## config.mk

```make
export PLATFORM = sky130hd
export DESIGN_NAME = checkout_cashier_flat
export DESIGN_NICKNAME = d
export VERILOG_FILES = /design/src/rtl/cashier_pkg.sv /design/src/rtl/checkout_cashier_if.sv /design/src/rtl/change_dispenser.sv /design/src/rtl/checkout_cashier.sv /design/src/flat_wrapper.sv
export SDC_FILE = /design/constraint.sdc
export NUM_CORES = 1
export LEC_CHECK = 0
export CORE_MARGIN = 2
export CORE_UTILIZATION = 55
export CTS_CLUSTER_DIAMETER = 80
export DETAILED_ROUTE_END_ITERATION = 10
export GPL_ROUTABILITY_DRIVEN = 0
export PLACE_DENSITY = 0.9
export SLEW_MARGIN = 15
export SYNTH_ARGS = -nofsm -noshare
export SYNTH_HDL_FRONTEND = slang
export SYNTH_SLANG_ARGS = --single-unit
```

## constraint.sdc

```tcl
create_clock -name clk -period 5.1 [get_ports clk]
set_input_delay 1.275 -clock clk [delete_from_list [all_inputs] [get_ports clk]]
set_output_delay 1.275 -clock clk [all_outputs]
set_load 0.03 [all_outputs]
```

## src/rtl/cashier_pkg.sv

```systemverilog
// Shared types and coin constants for the checkout cashier payment stage.
package cashier_pkg;

   localparam int PRICE_W = 8;
   localparam int AMT_W   = 9;
   localparam int COIN_S  = 5;
   localparam int COIN_M  = 10;
   localparam int COIN_L  = 50;

   typedef enum logic [1:0] {IDLE, COLLECT, DISPENSE, DONE} state_e;

endpackage

```

## src/rtl/checkout_cashier_if.sv

```systemverilog
// Ordering-machine / coin-mechanism / display bundle around the cashier.
interface checkout_cashier_if #(
   parameter int PRICE_W = 8,
   parameter int AMT_W   = 9
);

   logic               order_valid;
   logic [PRICE_W-1:0] order_total;
   logic               coin_s;
   logic               coin_m;
   logic               coin_l;
   logic               btn_cancel;
   logic               busy;
   logic [PRICE_W-1:0] amount_due;
   logic [AMT_W-1:0]   amount_paid;
   logic               chg_s;
   logic               chg_m;
   logic               chg_l;
   logic               coin_reject;
   logic               order_reject;
   logic               sale_done;
   logic               refund_done;

   modport master (
      output order_valid, order_total, coin_s, coin_m, coin_l, btn_cancel,
      input  busy, amount_due, amount_paid, chg_s, chg_m, chg_l,
             coin_reject, order_reject, sale_done, refund_done
   );

   modport slave (
      input  order_valid, order_total, coin_s, coin_m, coin_l, btn_cancel,
      output busy, amount_due, amount_paid, chg_s, chg_m, chg_l,
             coin_reject, order_reject, sale_done, refund_done
   );

endinterface

```

## src/rtl/change_dispenser.sv

```systemverilog
// Holds a change/refund balance and pays it out one coin per cycle, largest first.
module change_dispenser #(
   parameter int AMT_W  = cashier_pkg::AMT_W,
   parameter int COIN_S = cashier_pkg::COIN_S,
   parameter int COIN_M = cashier_pkg::COIN_M,
   parameter int COIN_L = cashier_pkg::COIN_L
) (
   input  logic             clk,
   input  logic             reset,
   input  logic             load,
   input  logic [AMT_W-1:0] load_val,
   input  logic             run,
   output logic             chg_s,
   output logic             chg_m,
   output logic             chg_l,
   output logic             empty
);

   logic [AMT_W-1:0] change_q, change_d;
   logic             chg_s_q, chg_s_d;
   logic             chg_m_q, chg_m_d;
   logic             chg_l_q, chg_l_d;

   always_comb begin
      change_d = change_q;
      chg_s_d  = 1'b0;
      chg_m_d  = 1'b0;
      chg_l_d  = 1'b0;
      if (load) begin
         change_d = load_val;
      end else if (run && (change_q != '0)) begin
         if (change_q >= AMT_W'(COIN_L)) begin
            chg_l_d  = 1'b1;
            change_d = change_q - AMT_W'(COIN_L);
         end else if (change_q >= AMT_W'(COIN_M)) begin
            chg_m_d  = 1'b1;
            change_d = change_q - AMT_W'(COIN_M);
         end else begin
            // An odd residue below the small coin still gets one coin, then clamps to zero.
            chg_s_d  = 1'b1;
            change_d = (change_q >= AMT_W'(COIN_S)) ? change_q - AMT_W'(COIN_S) : '0;
         end
      end
   end

   always_ff @(posedge clk) begin
      if (!reset) begin
         change_q <= '0;
         chg_s_q  <= 1'b0;
         chg_m_q  <= 1'b0;
         chg_l_q  <= 1'b0;
      end else begin
         change_q <= change_d;
         chg_s_q  <= chg_s_d;
         chg_m_q  <= chg_m_d;
         chg_l_q  <= chg_l_d;
      end
   end

   assign chg_s = chg_s_q;
   assign chg_m = chg_m_q;
   assign chg_l = chg_l_q;
   assign empty = (change_q == '0);

endmodule

```

## src/rtl/checkout_cashier.sv

```systemverilog
// Payment stage: latches an order total, collects coins, pays change or refunds,
// then pulses sale_done/refund_done for one cycle. All outputs are registered.
module checkout_cashier #(
   parameter int PRICE_W = cashier_pkg::PRICE_W,
   parameter int AMT_W   = cashier_pkg::AMT_W,
   parameter int COIN_S  = cashier_pkg::COIN_S,
   parameter int COIN_M  = cashier_pkg::COIN_M,
   parameter int COIN_L  = cashier_pkg::COIN_L
) (
   input  logic             clk,
   input  logic             reset,
   checkout_cashier_if.slave bus
);

   cashier_pkg::state_e state_q, state_d;
   logic [PRICE_W-1:0]  amount_due_q, amount_due_d;
   logic [AMT_W-1:0]    amount_paid_q, amount_paid_d;
   logic                refund_q, refund_d;
   logic                busy_q, busy_d;
   logic                coin_reject_q, coin_reject_d;
   logic                order_reject_q, order_reject_d;
   logic                sale_done_q, sale_done_d;
   logic                refund_done_q, refund_done_d;

   logic                any_coin;
   logic [AMT_W-1:0]    sum;
   logic                disp_load;
   logic [AMT_W-1:0]    disp_val;
   logic                disp_run;
   logic                disp_empty;

   always_comb begin
      any_coin = bus.coin_s | bus.coin_m | bus.coin_l;
      sum = amount_paid_q
          + (bus.coin_s ? AMT_W'(COIN_S) : '0)
          + (bus.coin_m ? AMT_W'(COIN_M) : '0)
          + (bus.coin_l ? AMT_W'(COIN_L) : '0);

      state_d        = state_q;
      amount_due_d   = amount_due_q;
      amount_paid_d  = amount_paid_q;
      refund_d       = refund_q;
      coin_reject_d  = any_coin && (state_q != cashier_pkg::COLLECT);
      order_reject_d = bus.order_valid && (state_q != cashier_pkg::IDLE);
      sale_done_d    = 1'b0;
      refund_done_d  = 1'b0;
      disp_load      = 1'b0;
      disp_val       = '0;
      disp_run       = (state_q == cashier_pkg::DISPENSE);

      unique case (state_q)
         cashier_pkg::IDLE: begin
            if (bus.order_valid) begin
               if (bus.order_total != '0) begin
                  amount_due_d  = bus.order_total;
                  amount_paid_d = '0;
                  state_d       = cashier_pkg::COLLECT;
               end else begin
                  state_d = cashier_pkg::DONE;
               end
            end
         end
         cashier_pkg::COLLECT: begin
            if (bus.btn_cancel) begin
               // Cancel wins; coins in the same cycle go straight back out the reject chute.
               coin_reject_d = any_coin;
               disp_load     = 1'b1;
               disp_val      = amount_paid_q;
               refund_d      = 1'b1;
               state_d       = cashier_pkg::DISPENSE;
            end else if (sum >= AMT_W'(amount_due_q)) begin
               disp_load = 1'b1;
               disp_val  = sum - AMT_W'(amount_due_q);
               state_d   = cashier_pkg::DISPENSE;
            end else begin
               amount_paid_d = sum;
            end
         end
         cashier_pkg::DISPENSE: begin
            if (disp_empty) begin
               state_d = cashier_pkg::DONE;
            end
         end
         cashier_pkg::DONE: begin
            sale_done_d   = !refund_q;
            refund_done_d = refund_q;
            amount_paid_d = '0;
            amount_due_d  = '0;
            refund_d      = 1'b0;
            state_d       = cashier_pkg::IDLE;
         end
         default: state_d = cashier_pkg::IDLE;
      endcase

      busy_d = (state_d != cashier_pkg::IDLE);
   end

   always_ff @(posedge clk) begin
      if (!reset) begin
         state_q        <= cashier_pkg::IDLE;
         amount_due_q   <= '0;
         amount_paid_q  <= '0;
         refund_q       <= 1'b0;
         busy_q         <= 1'b0;
         coin_reject_q  <= 1'b0;
         order_reject_q <= 1'b0;
         sale_done_q    <= 1'b0;
         refund_done_q  <= 1'b0;
      end else begin
         state_q        <= state_d;
         amount_due_q   <= amount_due_d;
         amount_paid_q  <= amount_paid_d;
         refund_q       <= refund_d;
         busy_q         <= busy_d;
         coin_reject_q  <= coin_reject_d;
         order_reject_q <= order_reject_d;
         sale_done_q    <= sale_done_d;
         refund_done_q  <= refund_done_d;
      end
   end

   change_dispenser #(
      .AMT_W  (AMT_W),
      .COIN_S (COIN_S),
      .COIN_M (COIN_M),
      .COIN_L (COIN_L)
   ) u_dispenser (
      .clk      (clk),
      .reset    (reset),
      .load     (disp_load),
      .load_val (disp_val),
      .run      (disp_run),
      .chg_s    (bus.chg_s),
      .chg_m    (bus.chg_m),
      .chg_l    (bus.chg_l),
      .empty    (disp_empty)
   );

   assign bus.busy         = busy_q;
   assign bus.amount_due   = amount_due_q;
   assign bus.amount_paid  = amount_paid_q;
   assign bus.coin_reject  = coin_reject_q;
   assign bus.order_reject = order_reject_q;
   assign bus.sale_done    = sale_done_q;
   assign bus.refund_done  = refund_done_q;

endmodule

```

## src/flat_wrapper.sv

```systemverilog
// flat-port wrapper written by rule: the top's interface ports become plain ports
module checkout_cashier_flat 
#(
   parameter int PRICE_W = cashier_pkg::PRICE_W,
   parameter int AMT_W   = cashier_pkg::AMT_W,
   parameter int COIN_S  = cashier_pkg::COIN_S,
   parameter int COIN_M  = cashier_pkg::COIN_M,
   parameter int COIN_L  = cashier_pkg::COIN_L
)
  (clk, reset, bus_order_valid, bus_order_total, bus_coin_s, bus_coin_m, bus_coin_l, bus_btn_cancel, bus_busy, bus_amount_due, bus_amount_paid, bus_chg_s, bus_chg_m, bus_chg_l, bus_coin_reject, bus_order_reject, bus_sale_done, bus_refund_done);
  checkout_cashier_if #(.PRICE_W(PRICE_W), .AMT_W(AMT_W)) bus_i ();
  input  logic clk;
  input  logic reset;
  input wire logic [$bits(bus_i.order_valid)-1:0] bus_order_valid;
  input wire logic [$bits(bus_i.order_total)-1:0] bus_order_total;
  input wire logic [$bits(bus_i.coin_s)-1:0] bus_coin_s;
  input wire logic [$bits(bus_i.coin_m)-1:0] bus_coin_m;
  input wire logic [$bits(bus_i.coin_l)-1:0] bus_coin_l;
  input wire logic [$bits(bus_i.btn_cancel)-1:0] bus_btn_cancel;
  output wire logic [$bits(bus_i.busy)-1:0] bus_busy;
  output wire logic [$bits(bus_i.amount_due)-1:0] bus_amount_due;
  output wire logic [$bits(bus_i.amount_paid)-1:0] bus_amount_paid;
  output wire logic [$bits(bus_i.chg_s)-1:0] bus_chg_s;
  output wire logic [$bits(bus_i.chg_m)-1:0] bus_chg_m;
  output wire logic [$bits(bus_i.chg_l)-1:0] bus_chg_l;
  output wire logic [$bits(bus_i.coin_reject)-1:0] bus_coin_reject;
  output wire logic [$bits(bus_i.order_reject)-1:0] bus_order_reject;
  output wire logic [$bits(bus_i.sale_done)-1:0] bus_sale_done;
  output wire logic [$bits(bus_i.refund_done)-1:0] bus_refund_done;
  assign bus_i.order_valid = bus_order_valid;
  assign bus_i.order_total = bus_order_total;
  assign bus_i.coin_s = bus_coin_s;
  assign bus_i.coin_m = bus_coin_m;
  assign bus_i.coin_l = bus_coin_l;
  assign bus_i.btn_cancel = bus_btn_cancel;
  assign bus_busy = bus_i.busy;
  assign bus_amount_due = bus_i.amount_due;
  assign bus_amount_paid = bus_i.amount_paid;
  assign bus_chg_s = bus_i.chg_s;
  assign bus_chg_m = bus_i.chg_m;
  assign bus_chg_l = bus_i.chg_l;
  assign bus_coin_reject = bus_i.coin_reject;
  assign bus_order_reject = bus_i.order_reject;
  assign bus_sale_done = bus_i.sale_done;
  assign bus_refund_done = bus_i.refund_done;
  checkout_cashier #(.PRICE_W(PRICE_W), .AMT_W(AMT_W), .COIN_S(COIN_S), .COIN_M(COIN_M), .COIN_L(COIN_L)) u_core (.clk(clk), .reset(reset), .bus(bus_i));
endmodule
```

# == Word level (Yosys, flattened, before mapping) ==
# Index checks and enable logic that the tools add are counted.
# word_totals
ff_bits,37
in_bits,15
elab_cells,92
# op_classes
add_sub_neg,7
order_cmp,4
eq_ne,9
muxes,35
n_bitwise,4
n_reduce_logical,20
# op_table
op,n
$mux W9,12
$add A9 B9 Y9,3
$pmux W9 S3,1
$mux W8,2
$pmux W8 S2,1
$mux W2,5
$reduce_bool A2 Y1,5
$ge A9 B3 Y1 const B,1
$ge A9 B4 Y1 const B,1
$ge A9 B6 Y1 const B,1
$ge A9 B8 Y1,1
$logic_not A9 Y1,1
$mux W1,9
$reduce_bool A9 Y1,1
$sub A9 B3 Y9 const B,1
$sub A9 B4 Y9 const B,1
$sub A9 B6 Y9 const B,1
$sub A9 B8 Y9,1
$ne A2 B2 Y1 const B,4
$pmux W2 S4,1
$reduce_bool A8 Y1,1
$mux W6,1
$reduce_and A5 Y1,1
$eq A2 B2 Y1 const B,2
other kinds (15),21

# == Longest topological paths before layout ==
# Gate-level depths: netlist of the first run.
# depth
word_depth,9
ltp_mapped,18

# == Cells and area by module ==
# A second synthesis of the first run with hierarchy kept.
# unflattened
cells_unflattened,383
area_unflattened_um2,3024.2
# by_module_without_submodules
mod,n_inst,cells_each,area_per_inst_um2,seq_area_each_um2
checkout_cashier,1,235,1885.6,500.5
change_dispenser,1,148,1138.6,240.2

# == Least setup slack after synthesis of the first run ==
# OpenSTA, ideal clock, no wires.
# synth_timing
path_kind,input to register
startpoint,input bus_coin_l
endpoint,register u_core.u_dispenser.change_q[6]
t_arrival_ns,4.506
required_time_ns,4.981
path_slack_ns,0.476
path_stages,17
n_path_buf,0
path_cell_list,fa_1 ha_1 inv_1 fa_1 nor2b_1 o21ai_0 nand2b_1 a31oi_1 xnor2_1 ha_1 and4_1 a21oi_1 nand2_1 nor2_1 a31oi_2 or2_4 o221a_1
# synth_via
elab_chain_cells,7
word_cells_on_any_way,12
# synth_rtl
element,line_no,source
from (decl),flat_wrapper.sv:18,input wire logic [$bits(bus_i.coin_l)-1:0] bus_coin_l;
$mux W6 (*),checkout_cashier.sv:37,+ (bus.coin_l ? AMT_W'(COIN_L) : '0);
$add A9 B9 Y9 (*),checkout_cashier.sv:37,
$sub A9 B8 Y9 / $ge A9 B8 Y1 (equally long branches),"checkout_cashier.sv:73, checkout_cashier.sv:71",
$mux W9 / $mux W1 (equally long branches),checkout_cashier.sv:71,end else if (sum >= AMT_W'(amount_due_q)) begin
$mux W9 / $mux W1 (equally long branches),checkout_cashier.sv:64,if (bus.btn_cancel) begin
$mux W9 / $mux W1 (equally long branches),checkout_cashier.sv:51,unique case (state_q)
$mux W9 / $reduce_bool A2 Y1 (equally long branches),n/a,
to (signal assigned),change_dispenser.sv:53,change_q <= change_d;
to (decl),change_dispenser.sv:19,"logic [AMT_W-1:0] change_q, change_d;"
# Mark *: on every way between the ends. The rest lies on a longest branch, timed or not.
# A chain may end at the register's enable or synchronous reset.

# == Final worst setup path of the first run ==
# layout_timing
startpoint,input bus_coin_m
endpoint,register u_core.u_dispenser.change_q[2]
# layout_via
elab_chain_cells,8
word_cells_on_any_way,13
# layout_rtl
element,line_no,source
from (decl),flat_wrapper.sv:17,input wire logic [$bits(bus_i.coin_m)-1:0] bus_coin_m;
$mux W4 (*),checkout_cashier.sv:36,+ (bus.coin_m ? AMT_W'(COIN_M) : '0)
$add A9 B9 Y9 (*),checkout_cashier.sv:36,
$add A9 B9 Y9 (*),checkout_cashier.sv:37,
$sub A9 B8 Y9 / $ge A9 B8 Y1 (equally long branches),"checkout_cashier.sv:73, checkout_cashier.sv:71",
$mux W9 / $mux W1 (equally long branches),checkout_cashier.sv:71,
$mux W9 / $mux W1 (equally long branches),checkout_cashier.sv:64,
$mux W9 / $mux W1 (equally long branches),checkout_cashier.sv:51,
$mux W9 / $reduce_bool A2 Y1 (equally long branches),n/a,
# Marks and branches as above.

==> results.md, run 1 <==
- The run finished with clean final reports.
- Derived from the worst setup path, the maximum achievable clock frequency is 0.203 GHz.
- The placed instance count is 471.
- The area enclosed by the die boundary is 6090 µm².
- The routed design has 7920 µm of wire.
- In the layout the commonest cells are clkdlybuf4s50_1 (38), nand2_1 (37), dfxtp_1 (37).
- The post-layout net count is 453.
- The overall routing resource usage is between 20% and 30%.
- CTS placed an instance of clkbuf_8 at the clock tree root.
- The type of element capturing the critical path is a flip-flop.
- The critical path required time is 5280 ps.
- The hold violation count in the final report came to 0.
- Counting flops and latches in the post-synthesis netlist gives 37.
- The most used flip-flop cell after synthesis is dfxtp_1.
- Leaving out fill and tap cells, the most frequent cell in the layout is clkdlybuf4s50_1.
- The repair_antennas step left the layout with diodes totalling 0.
- The number of global-route vias before repair is 2,899.
- The areal power density over the cells is slightly above 400 nW/µm².
- The region available for standard cell placement spans 5200 µm².
- The number of distinct library cell variants in the gate-level netlist after synthesis is 69.
- The half-perimeter wire length of the detailed placement result is 5900 µm.
- The share of synthesized area occupied by flip-flops and latches is 24.6%.
- The number of setup violations in the final report is 0.
- The register clock-pin slew on the reported worst setup and hold paths is about 70 ps.
- For the pin with the worst max-slew slack, the measured transition is just over 900 ps.
- Buffers placed on the I/O ports in this run total 39.
- The TritonCTS clock tree is yes.
- After detailed routing, the number of remaining DRC violations is 0.
- The number of fill cells is 387.
- The pre-antenna-repair detailed-routing pass consisted of 5 iterations.
- The largest net degree at the start of global routing is 25.
- Counting every net in the synthesized netlist gives 409.
- After detailed routing, the average wire length per cell comes to 16.5 µm.
- The antenna violation net count after detailed routing is 0.
- The I/O pin count is 40.
- The timing startpoint of the critical path is bus_coin_m.
- The worst path in the final design needs a cycle of 4930 ps, including I/O delays and setup.
- The mapped netlist covers 3020 µm².
- The number of warning messages in the yosys log is 0.
- The row count is 26.
- The cell count after synthesis came out at 364.
- The vertical die dimension is 78.0 µm.
- The global-route wire length before repair is 13,300 µm.
- The fraction of final layout cells with drive strength greater than 1 is 11.5%.
- The data arrival time at the worst-slack endpoint is 5120 ps.
- The number of enable-type register cells in the synthesized netlist is 0.
- The final number of max-transition violations is 0.
- For this configuration, the core starts out at a cell density of 57.9%.
- The clock latency reported for the late side of the worst-skew pair is 290 ps.
- The total overflow left after global routing is 0.
- The tightest min-delay check is of the reg -> reg type.
- In this run the worst path has a maximum fanout of 6.
- The headroom to the max-slew limit is 37.6%.
- The startpoint identified for the worst register-to-register timing path is u_core.bus.amount_paid[1]$_SDFFE_PN0P_.
- The static leakage power is 1.49 nW.
- For this block, the initial DRC count from the detailed router was 270.
- The mean number of vias per cell is 6.24.
- The per-instance average area after synthesis is 8.28 µm².
- Across all layers, the routed design uses approximately 3,000 vias.
- The number of clock buffers inserted by TritonCTS is 5.
- The fraction of synthesis flops using an asynchronous set or reset pin is 0%.
- The clock net in this run drives a total of 37 sinks.
- The critical path is of the in -> reg type.
- The H-tree was split into 2 levels.
- The initial antenna violation count is 0.
- The non-filler instance count after layout is roughly 480.
- The peak ir drop on the vdd network is 0.000241 V.
- The signed area change from the synthesized netlist to the final layout is 21.7%.
- Measured along the x axis, the die boundary spans between 70 and 80 µm.
- On the final layout, the worst clock skew is around 8.6 ps.
- The share of the clock period used by the worst path after layout is 96.7%.
- The startpoint identified for the worst hold timing path is u_core.refund_q$_SDFFE_PN0P_.
- Measured on the finished design, the core utilization comes to between 70% and 80%.
- The number of maximum-capacitance constraint violations is 0.
- The buffer levels on the longest clock path is 2.
- The category of the worst setup path launch point is a primary input.
## metrics by stage
step / area [µm²] / hold slack (ps) / setup slack, ps / setup TNS, ps / total power, mW
global route: 3670 / 477 / -35.4 / -145 / 1.60
global placement: 3500 / 428 / 67.0 / 0 / 1.15
CTS: 3630 / 443 / 166 / 0 / 1.47
finish: 3670 / 440 / 166 / 0 / 1.50
detailed placement: 3500 / 433 / -110 / -540 / 1.16
floorplan: 3020 / 412 / 476 / 0 / 0.971
## critical path, cell delays in order
cell	delay [ps]
clkdlybuf4s50_1	440
fa_1	500
ha_1	170
inv_1	60
fa_1	380
nor2b_1	110
o21ai_0	80
nand2b_1	150
a31oi_2	130
xnor2_1	140
ha_1	320
and4_1	190
a21oi_2	140
nand2_1	80
nor2_1	110
buf_4	150
a21oi_1	140
a32o_1	310
o221a_1	220
## cells in the mapped netlist (3+ instances only)
library cell  number  area, µm²
a211oi_1           3       22.5
a21boi_0          11       82.6
a21o_1             9       67.6
a21oi_1           19       95.1
a22o_2             3       30.0
a31oi_1            6       37.5
and4_1             4       35.0
buf_2              6       30.0
clkbuf_1           6       22.5
dfxtp_1           37        741
fa_1               3       60.1
ha_1              27        338
inv_1             21       78.8
mux2i_1            9       90.1
nand2_1           37        139
nand2b_1           5       31.3
nand3_1           22        110
nor2_1            25       93.8
nor2b_1            7       43.8
nor3_1             6       30.0
nor3b_1            4       30.0
o21a_1             6       45.0
o21ai_0           14       70.1
o221a_1            5       56.3
or2b_2             3       26.3
xnor2_1            8       70.1
## cell type report
class | count | area (µm²) | area share [%]
clock buffer | 5 | 68.8 | 1.88
clock inverter | 3 | 65.1 | 1.77
tap | 70 | 87.6 | 2.39
multi-input combinational | 290 | 2130 | 57.9
inverter | 21 | 78.8 | 2.15
sequential | 37 | 741 | 20.2
timing repair buffer | 53 | 502 | 13.7
## report_power, final
| group | switching, mW | internal (mW) |
|---|---|---|
| Combinational | 0.476 | 0.327 |
| Clock | 0.112 | 0.194 |
| Sequential | 0.0687 | 0.326 |
## what timing repair did
| item | CTS | global route |
|---|---|---|
| gates resized for setup | 0 | 7 |
| endpoints found under the setup margin | 0 | 15 |
| setup buffers | 0 | 0 |
| hold buffers | 0 | 0 |
## logic make-up after synthesis
group / synth area share (%)
buf+inv: 6.02
flops: 24.6
fa+ha+maj: 13.2
mux: 2.99
simple gates: 23.9
xor+xnor: 2.90
compound gates: 26.5
## metal layers
| metal | global-route usage, % | vias to the layer above | wire length, µm |
|---|---|---|---|
| met5 | 0 | - | 0 |
| met4 | 9.65 | 0 | 209 |
| met3 | 4.71 | 18 | 463 |
| met2 | 48.7 | 130 | 4000 |
| met1 | 31.3 | 1412 | 3250 |
| li1 | - | 1429 | - |
## path summary, 6_finish.rpt
path | endpoint | slack, ps | cells after the start
min reg2reg | u_core.bus.sale_done$_SDFF_PN0_ | 440 | 1
max reg2reg | u_core.u_dispenser.change_q[2]$_SDFFE_PN0P_ | 1140 | 18
min | u_core.bus.sale_done$_SDFF_PN0_ | 440 | 1
max | u_core.u_dispenser.change_q[2]$_SDFFE_PN0P_ | 170 | 19
## registers in the layout, indices dropped and copies added, names as in the netlist
signal,count
u_core.bus.amount_paid,9
u_core.u_dispenser.change_q,9
u_core.bus.amount_due,8
u_core.state_q,2
u_core.bus.busy,1
u_core.bus.coin_reject,1
u_core.bus.order_reject,1
u_core.bus.refund_done,1
u_core.bus.sale_done,1
u_core.refund_q,1
u_core.u_dispenser.chg_l,1
u_core.u_dispenser.chg_m,1
u_core.u_dispenser.chg_s,1
Power figures use the tool's default switching activity.
==> run 2: changes to the inputs <==
- CAP_MARGIN: unset -> 5
==> results of run 2 <==
Final layout, timing and power as in run 1 (identical DEF).
==> run 3: changes to the inputs <==
- TNS_END_PERCENT: unset -> 1
==> run 3 against run 2 <==
Compared with the run above: largest power group unchanged; final cell count did not move; via count shrank 0.17%; utilization is essentially flat; non-clock buffer count stayed put; worst setup slack better by 13 ps; routed wire length shrank 0.14%; clock skew down 1.3 ps; critical path depth is the same; power increased by 0.25%.
==> results.md, run 3 (same netlist as run 1, synthesis figures left out) <==
- The type of the setup path with the least slack is in -> reg (unchanged).
- The horizontal die dimension came to 78.0 µm (unchanged).
- The remaining design rule violation count was 0 (unchanged).
- The peak ir drop on the vdd network was 0.000242 V (was 0.000241 V).
- The pre-CTS setup slack was -110 ps (unchanged).
- The overall routing resource usage was 26.7% (unchanged).
- The summed negative setup slack over all endpoints came to 0 ps (unchanged).
- The area enclosed by the die boundary is 6090 µm² (unchanged).
- The global-route wire length before repair is 13,300 µm (unchanged).
- The count of input and output buffers is 39 (unchanged).
- The static leakage power is 1.49 nW (about the same).
- The worst min-delay path category is reg -> reg (unchanged).
- The global-route congestion overflow total is 0 (unchanged).
- The buffer levels on the longest clock path is 2 (unchanged).
- The final number of max-transition violations came to 0 (unchanged).
- The final-layout worst hold slack is 440 ps (about the same).
- The cell area after layout is 3670 µm² (about the same).
- The total power is 1.51 mW (was 1.50 mW).
- The number of setup violations in the final report is 0 (unchanged).
- The type of element capturing the critical path is a flip-flop (unchanged).
- The number of global-route vias before repair is 2,899 (unchanged).
- The headroom to the max-slew limit is 38.6% (was 37.6%).
- The clock latency reported for the late side of the worst-skew pair was 290 ps (about the same).
- The number of levels the H-tree was split into came to 2 (unchanged).
- The final core utilization is 70.5% (about the same).
- The non-filler instance count after layout is 479 (unchanged).
- The row count was 26 (unchanged).
- The most common cell after layout, fill and taps aside is clkdlybuf4s50_1 (unchanged).
- The final wirelength was 7910 µm (was 7920 µm).
- Most frequent cells in the layout: clkdlybuf4s50_1 (39), nand2_1 (37), dfxtp_1 (37) (was clkdlybuf4s50_1 (38), nand2_1 (37), dfxtp_1 (37)).
- The share of the clock period used by the worst path after layout is 96.5% (was 96.7%).
- The mean number of vias per cell is 6.23 (was 6.24).
- The maximum fanout along the worst path came to 5 (was 6).
- The vertical die dimension is 78.0 µm (unchanged).
- The critical path required time is 5280 ps (about the same).
- The per-cell routed wire length is 16.5 µm (about the same).
- The areal power density over the cells is 411 nW/µm² (was 410 nW/µm²).
- The violation count after the first detailed-routing iteration is 267 (was 270).
- The first-pass iteration count of the detailed router was 4 (was 5).
- The hold violation count in the final report was 0 (unchanged).
- The data arrival time at the worst-slack endpoint was 5100 ps (was 5120 ps).
- The half-perimeter wire length of the detailed placement result was 5900 µm (unchanged).
- The via total after detailed routing is 2,984 (was 2,989).
- The TritonCTS clock tree is yes (unchanged).
- The I/O pin count is 40 (unchanged).
- The largest net degree at the start of global routing is 25 (unchanged).
- The maximum operating frequency was 0.203 GHz (about the same).
- The initial antenna violation count was 0 (unchanged).
- The core area is 5200 µm² (unchanged).
- The final critical-path required period is 4920 ps (was 4930 ps).
- The number of fill cells was 387 (unchanged).
- The post-layout net count was 453 (unchanged).
- The register clock-pin slew on the reported worst setup and hold paths is 70 ps (about the same).
- The measured slew at the worst slew-check pin is 917 ps (was 932 ps).
- The placed instance count is 471 (unchanged).
- The worst clock skew came to 7.30 ps (was 8.63 ps).
- The final critical-path setup slack is 179 ps (was 166 ps).
- The CTS root buffer is clkbuf_8 (unchanged).
- The quantity of hold-fixing buffers added after cts is 0 (unchanged).
- The initial standard-cell utilization of the core was 57.9% (unchanged).
- Outcome: finished clean (unchanged).
- The area after detailed placement was 3500 µm² (unchanged).
- The number of maximum-capacitance constraint violations is 0 (unchanged).
- The antenna violation net count after detailed routing is 0 (unchanged).
- The fraction of final layout cells with drive strength greater than 1 is 11.7% (was 11.5%).
- The signed area change from the synthesized netlist to the final layout is 21.7% (about the same).
- The number of clock buffers inserted by TritonCTS came to 5 (unchanged).
- The category of the worst setup path launch point is a primary input (unchanged).
- The number of inserted diodes is 0 (unchanged).
- The CTS sink count was 37 (unchanged).
## run 3: power breakdown
group / total, mW / internal (mW) / switching [mW]
clock network: 0.306 / 0.194 / 0.112
logic: 0.807 / 0.330 / 0.477
registers: 0.395 / 0.326 / 0.0691
## run 3: repair_timing
item	in CTS	in global routing
hold endpoints to repair	0	0
setup endpoints to repair	0	15
setup buffers	0	0
resized for setup	0	8
## run 3: worst paths after layout
check                                          from                                           to  slack (ps)  depth (start not counted)
min reg2reg            u_core.refund_q$_SDFFE_PN0P_              u_core.bus.sale_done$_SDFF_PN0_         440                          1
max reg2reg  u_core.bus.amount_paid[1]$_SDFFE_PN0P_  u_core.u_dispenser.change_q[2]$_SDFFE_PN0P_        1180                         18
min                    u_core.refund_q$_SDFFE_PN0P_              u_core.bus.sale_done$_SDFF_PN0_         440                          1
max                                      bus_coin_l  u_core.u_dispenser.change_q[2]$_SDFFE_PN0P_         180                         19
## run 3: area by class of cell
| type | count | area, µm² | area share [%] |
|---|---|---|---|
| repair buffers | 53 | 499 | 13.6 |
| clock buffers | 5 | 68.8 | 1.87 |
| flip-flops and latches | 37 | 741 | 20.2 |
| inverters | 21 | 78.8 | 2.15 |
| well taps | 70 | 87.6 | 2.39 |
| clock inverters | 3 | 65.1 | 1.77 |
| multi-input cells | 290 | 2130 | 58.0 |
## run 3: critical path: stages
cell	delay, ps
clkdlybuf4s50_1	450
fa_1	530
ha_1	170
inv_1	60
fa_1	380
nor2b_1	110
o21ai_0	80
nand2b_1	140
a31oi_1	140
xnor2_1	150
ha_1	320
and4_4	170
a21oi_2	140
nand2_1	80
nor2_1	110
buf_4	160
a31oi_4	100
or2_4	300
o221a_1	240
## run 3: per-layer routing
layer,global-route usage (%),vias to the layer above,share of wire (%)
li1,-,1433,-
met1,31.3,1408,42
met2,48.7,125,50
met3,4.71,18,5.5
met4,9.65,0,2.7
met5,0,-,0
